--- config.mk ---
export PLATFORM = sky130hd
export DESIGN_NAME = mem_sram_stage
export DESIGN_NICKNAME = d
export VERILOG_FILES = /design/src/rtl/mem_sram_stage.sv
export SDC_FILE = /design/constraint.sdc
export NUM_CORES = 1
export LEC_CHECK = 0
export BUFFER_PORTS_ARGS = -buffer_cell sky130_fd_sc_hd__buf_2
export CAP_MARGIN = 10
export CORE_MARGIN = 8
export CORE_UTILIZATION = 38
export CTS_CLUSTER_SIZE = 16
export DETAILED_ROUTE_END_ITERATION = 10
export PLACE_DENSITY = 0.63
export SYNTH_ARGS = -nofsm -noshare
export SYNTH_HDL_FRONTEND = slang
export SYNTH_SLANG_ARGS = --single-unit
--- constraint.sdc ---
create_clock -name clk -period 2.15 [get_ports clk]
set_input_delay 0.3225 -clock clk [delete_from_list [all_inputs] [get_ports clk]]
set_output_delay 0.3225 -clock clk [all_outputs]
set_load 0.01 [all_outputs]
--- src/rtl/mem_sram_stage.sv ---
// Memory stage front end for an external 16-bit asynchronous SRAM.
// Each 32-bit access is split into a low and a high half-word phase of
// WAIT_CYCLES clocks each, followed by a single DONE cycle.
//
//   state | meaning
//   ------+-----------------------------------------------------------
//   IDLE  | no access in flight; a request is latched and starts LO
//   LO    | low half-word phase (sram_addr LSB = 0, data[15:0])
//   HI    | high half-word phase (sram_addr LSB = 1, data[31:16])
//   DONE  | one-cycle completion, ready high, requests not sampled
module mem_sram_stage #(
  parameter int          WAIT_CYCLES = 5,
  parameter logic [31:0] BASE_ADDR   = 32'd1024
) (
  input  logic        clk,
  input  logic        rst,
  input  logic        mem_r_en,
  input  logic        mem_w_en,
  input  logic [31:0] alu_res,
  input  logic [31:0] val_rm,
  output logic        ready,
  output logic [31:0] rdata,
  output logic [17:0] sram_addr,
  output logic [15:0] sram_dq_out,
  input  logic [15:0] sram_dq_in,
  output logic        sram_dq_oe,
  output logic        sram_we_n
);

  typedef enum logic [1:0] {IDLE, LO, HI, DONE} state_t;

  localparam logic [3:0] LAST = 4'(WAIT_CYCLES - 1);

  state_t      state, state_nxt;
  logic [3:0]  cnt, cnt_nxt;
  logic        op_wr;
  logic [31:0] phys;
  logic [31:0] data;
  logic        req;
  logic        last;

  // Only the word-address bits of the physical address reach the SRAM.
  logic unused_phys;
  assign unused_phys = ^{phys[31:19], phys[1:0]};

  assign req  = mem_r_en | mem_w_en;
  assign last = (cnt == LAST);

  // State and wait-counter register.
  always_ff @(posedge clk or negedge rst) begin
    if (!rst) begin
      state <= IDLE;
      cnt   <= 4'd0;
    end else begin
      state <= state_nxt;
      cnt   <= cnt_nxt;
    end
  end

  // Latch the operation, physical address and store data when an access starts.
  always_ff @(posedge clk or negedge rst) begin
    if (!rst) begin
      op_wr <= 1'b0;
      phys  <= 32'd0;
      data  <= 32'd0;
    end else if (state == IDLE && req) begin
      op_wr <= mem_w_en;
      phys  <= alu_res - BASE_ADDR;
      data  <= val_rm;
    end
  end

  // Capture read data on the last cycle of each phase; hold otherwise.
  always_ff @(posedge clk or negedge rst) begin
    if (!rst) begin
      rdata <= 32'd0;
    end else if (!op_wr && last) begin
      if (state == LO) rdata[15:0]  <= sram_dq_in;
      if (state == HI) rdata[31:16] <= sram_dq_in;
    end
  end

  // Next-state and wait-counter sequencing.
  always_comb begin
    state_nxt = state;
    cnt_nxt   = cnt;
    case (state)
      IDLE: begin
        if (req) begin
          state_nxt = LO;
          cnt_nxt   = 4'd0;
        end
      end
      LO: begin
        if (last) begin
          state_nxt = HI;
          cnt_nxt   = 4'd0;
        end else begin
          cnt_nxt = cnt + 4'd1;
        end
      end
      HI: begin
        if (last) begin
          state_nxt = DONE;
          cnt_nxt   = 4'd0;
        end else begin
          cnt_nxt = cnt + 4'd1;
        end
      end
      DONE:    state_nxt = IDLE;
      default: state_nxt = IDLE;
    endcase
  end

  // SRAM pin drive and pipeline handshake, decoded from the current state.
  always_comb begin
    ready       = 1'b0;
    sram_addr   = 18'd0;
    sram_dq_out = 16'd0;
    sram_dq_oe  = 1'b0;
    sram_we_n   = 1'b1;
    case (state)
      IDLE: ready = !req;
      LO: begin
        sram_addr = {phys[18:2], 1'b0};
        if (op_wr) begin
          sram_dq_oe  = 1'b1;
          sram_dq_out = data[15:0];
          sram_we_n   = last;
        end
      end
      HI: begin
        sram_addr = {phys[18:2], 1'b1};
        if (op_wr) begin
          sram_dq_oe  = 1'b1;
          sram_dq_out = data[31:16];
          sram_we_n   = last;
        end
      end
      DONE:    ready = 1'b1;
      default: ready = 1'b0;
    endcase
  end

endmodule

==> results.json <==
{
  "antenna_found_initial": 0,
  "rows": 37,
  "finalNetCount": 544,
  "pwr-share-clk_pct": 15.1,
  "grt_pass1_vias": 3126,
  "slew_viol_final": 0,
  "drive_gt1_share_pct": 56.0,
  "drt_iter0_drc": 87,
  "yosysUniqueCellTypes": 34,
  "rr_worst_depth": 5,
  "max_stage_delay_ns": 0.38,
  "yosysWarningCount": 0,
  "p_sw_share_pct": 35.9,
  "crit_buf_inv": 5,
  "fmaxAchievable_mhz": 489,
  "n_antenna_cell": 0,
  "htreeDepth": 3,
  "grt_max_degree": 53,
  "drc_errors": 0,
  "clock_path_buffers": 2,
  "synth.ff_latch_count": 88,
  "rsz0062_at_grt": "true",
  "drtPass1Iterations": 6,
  "crit_arrival_ns": 1.72,
  "worstHoldPathType": "in -> reg",
  "routed_wl_um": 9410,
  "slowest_stage": "dfrtp_1",
  "die_y_um": 118,
  "overflow": 0,
  "combPwrFrac_pct": 46.6,
  "vias": 2848,
  "pre_cts_ws_ns": 0.229,
  "worst-setup-path-type": "reg -> out",
  "worst_pin_slew_ns": 0.477,
  "die_width_um": 118,
  "outcome": "complete, no violations",
  "power.leakage_nw": 2.48,
  "cp-end-kind": "output pin",
  "area_growth_pct": 30.3,
  "fin_skew_ns": 0.00970,
  "reg2reg_slack_ns": 0.30,
  "finalCritPeriodShare_pct": 95.2,
  "cts_sinks": 88,
  "period_needed_ns": 2.05,
  "track_usage_pct": 13.6,
  "worstReg2RegStart": "state[0]$_DFFE_PN0P_",
  "grt_pass1_wl_um": 15600,
  "timing.setup.tns_ns": 0,
  "clock-root-buffer": "clkbuf_8",
  "power_frac_seq_pct": 38.4,
  "final_util_pct": 50.2,
  "clk_latency_ns": 0.34,
  "final.setup.worst_slack_ns": 0.104,
  "syn-num-nets": 397,
  "wire_per_inst_um": 15.9,
  "start_util_pct": 38.5,
  "power.total_mw": 7.64,
  "yosysSeqAreaShare_pct": 56.1,
  "crit_path_end": "sram_we_n",
  "irDropWorstVdd_uv": 566,
  "fp.coreArea_um2": 10200,
  "synthCells": 305,
  "power_density_nw_per_um2": 1490,
  "worstPathCellList": "inv_2 -> ha_1 -> buf_6 -> nand2_2 -> buf_6 -> inv_1 -> nand2_1 -> buf_2",
  "cp-startpoint": "state[0]$_DFFE_PN0P_",
  "startpoint_type": "flip-flop",
  "path_clk_slew_ns": 0.09,
  "cell_internal_pwr_mw": 4.90,
  "hold_viol_final": 0,
  "path_depth": 8,
  "crit_required_ns": 1.83,
  "io_pins": 153,
  "synth_area_per_cell_um2": 12.9,
  "fillers": 961,
  "cp_max_fo": 6,
  "setup-violations-final": 0,
  "portBuffers": 137,
  "gp_congestion": 0.717,
  "hold_ws_ns": 0.196,
  "hpwl_um": 7050,
  "ant_nets": 0,
  "synth_area_um2": 3920,
  "maxCapViolations": 0,
  "p_sw_mw": 2.74,
  "relSlewSlack_pct": 67.8,
  "reg2reg_to": "state[1]$_DFFE_PN0P_",
  "cpMostUsedCell": "buf_6",
  "cpLargestDelayFamily": "buffers and inverters",
  "viasPerCell": 4.80,
  "cts_tree": "built",
  "die_area_um2": 13800,
  "cts_inserted_buffers": 9
}
==> worst register-to-register path, cell delays in order (launching register included) <==
cell	delay (ns)
dfrtp_1	0.40
inv_2	0.09
ha_1	0.27
or3b_2	0.53
nand2_1	0.11
mux2_2	0.34
==> kinds of logic after synthesis <==
group	synth area share, %
buffers and inverters	2.65
adder cells (fa/ha/maj)	2.55
flip-flops	56.1
AND/OR/NAND/NOR	9.60
XOR/XNOR	1.34
multiplexers	21.0
AO/OA/AOI/OAI	6.79
==> metrics by stage <==
step           std cells  area (µm²)
2_1_floorplan        305        3920
3_3_place_gp         572        4820
3_5_place_dp         572        4820
4_1_cts              591        5060
5_1_grt              593        5110
6_report             593        5110
==> cells in the mapped netlist <==
| cell type | n | area share (%) |
|---|---|---|
| o21ai_0 | 11 | 1.4 |
| xor2_1 | 2 | 0.45 |
| dfrtp_1 | 88 | 56 |
| mux2_2 | 73 | 21 |
| inv_1 | 7 | 0.67 |
| a22o_1 | 1 | 0.22 |
| o31ai_1 | 1 | 0.19 |
| nor4_4 | 1 | 0.54 |
| a22oi_1 | 16 | 3.1 |
| nor3b_1 | 2 | 0.38 |
| buf_1 | 1 | 0.096 |
| nor2_1 | 21 | 2.0 |
| xnor2_1 | 4 | 0.89 |
| nand3b_4 | 1 | 0.51 |
| nand2_2 | 2 | 0.32 |
| buf_6 | 2 | 0.57 |
| clkbuf_1 | 7 | 0.67 |
| or3b_2 | 1 | 0.22 |
| nand3_1 | 3 | 0.38 |
| and2_1 | 17 | 2.7 |
| nand3b_1 | 1 | 0.19 |
| a21o_1 | 2 | 0.38 |
| or4_4 | 1 | 0.29 |
| ha_1 | 8 | 2.6 |
| o21a_1 | 1 | 0.19 |
| a32o_1 | 2 | 0.51 |
| a2111oi_0 | 1 | 0.22 |
| o21ai_2 | 1 | 0.22 |
| nor2_4 | 1 | 0.29 |
| a21oi_1 | 2 | 0.26 |
| nor3_1 | 1 | 0.13 |
| nand2_1 | 17 | 1.6 |
| o21ai_1 | 1 | 0.13 |
| buf_2 | 5 | 0.64 |
==> timing repair <==
item,in CTS,in global routing
setup endpoints to repair,35,24
cloned,0,1
hold buffers,1,0
resized for setup,4,10
hold endpoints to repair,36,0
setup buffers,2,1
==> cells in the final DEF, fill, tap and decap left out, drive strengths merged, types with 10 or more instances in the layout <==
cell type / Yosys / final
nand2: 19 / 19
mux2: 73 / 73
o21ai: 13 / 13
a22oi: 16 / 16
buf: 8 / 150
dfrtp: 88 / 88
nor2: 22 / 22
clkbuf: 7 / 10
and2: 17 / 17
==> how the worst min path moves through the flow <==
stage | from | to | slack (ns) | cells after the start
4_1_cts | alu_res[9] | phys[9]$_DFFE_PN0P_ | 0.17 | 2
3_3_place_gp | rst | rdata[0]$_DFFE_PN0P_ | 0.31 | 1
6_report | val_rm[3] | data[3]$_DFFE_PN0P_ | 0.20 | 2
5_1_grt | alu_res[7] | phys[7]$_DFFE_PN0P_ | 0.17 | 2
2_1_floorplan | rst | cnt[0]$_DFFE_PN0P_ | 0.03 | 0
3_5_place_dp | rst | rdata[16]$_DFFE_PN0P_ | 0.31 | 1
==> cell type report <==
cell class              instances  area [µm²]  share of cell area [%]
clock buffers                  10         138                    2.69
clock inverters                 6        66.3                    1.30
inverters                       7        26.3                   0.514
multi-input cells             195        1660                    32.5
flip-flops and latches         88        2200                    43.1
well taps                     136         170                    3.33
repair buffers                151         846                    16.5
==> registers in the layout, summed over array words and instances, names as in the netlist <==
signal  cells
state       2
data       32
phys       17
op_wr       1
rdata      32
cnt         4
==> power by group through the flow <==
stage / clock network (mW) / logic [mW] / registers, mW
detailed placement: 0 / 3.44 / 2.98
global placement: 0 / 3.37 / 2.92
finish: 1.15 / 3.56 / 2.93
CTS: 1.20 / 3.50 / 2.93
floorplan: 0 / 2.02 / 3.03
global route: 1.27 / 3.92 / 3.04
==> routing by layer <==
layer  part of all wire [%]  global-route usage (%)
met1                     42                    15.7
met3                     10                    6.43
met2                     46                    21.7
met5                      0                       0
met4                    1.2                    4.56
No activity file was read; power rests on OpenSTA's default activity.
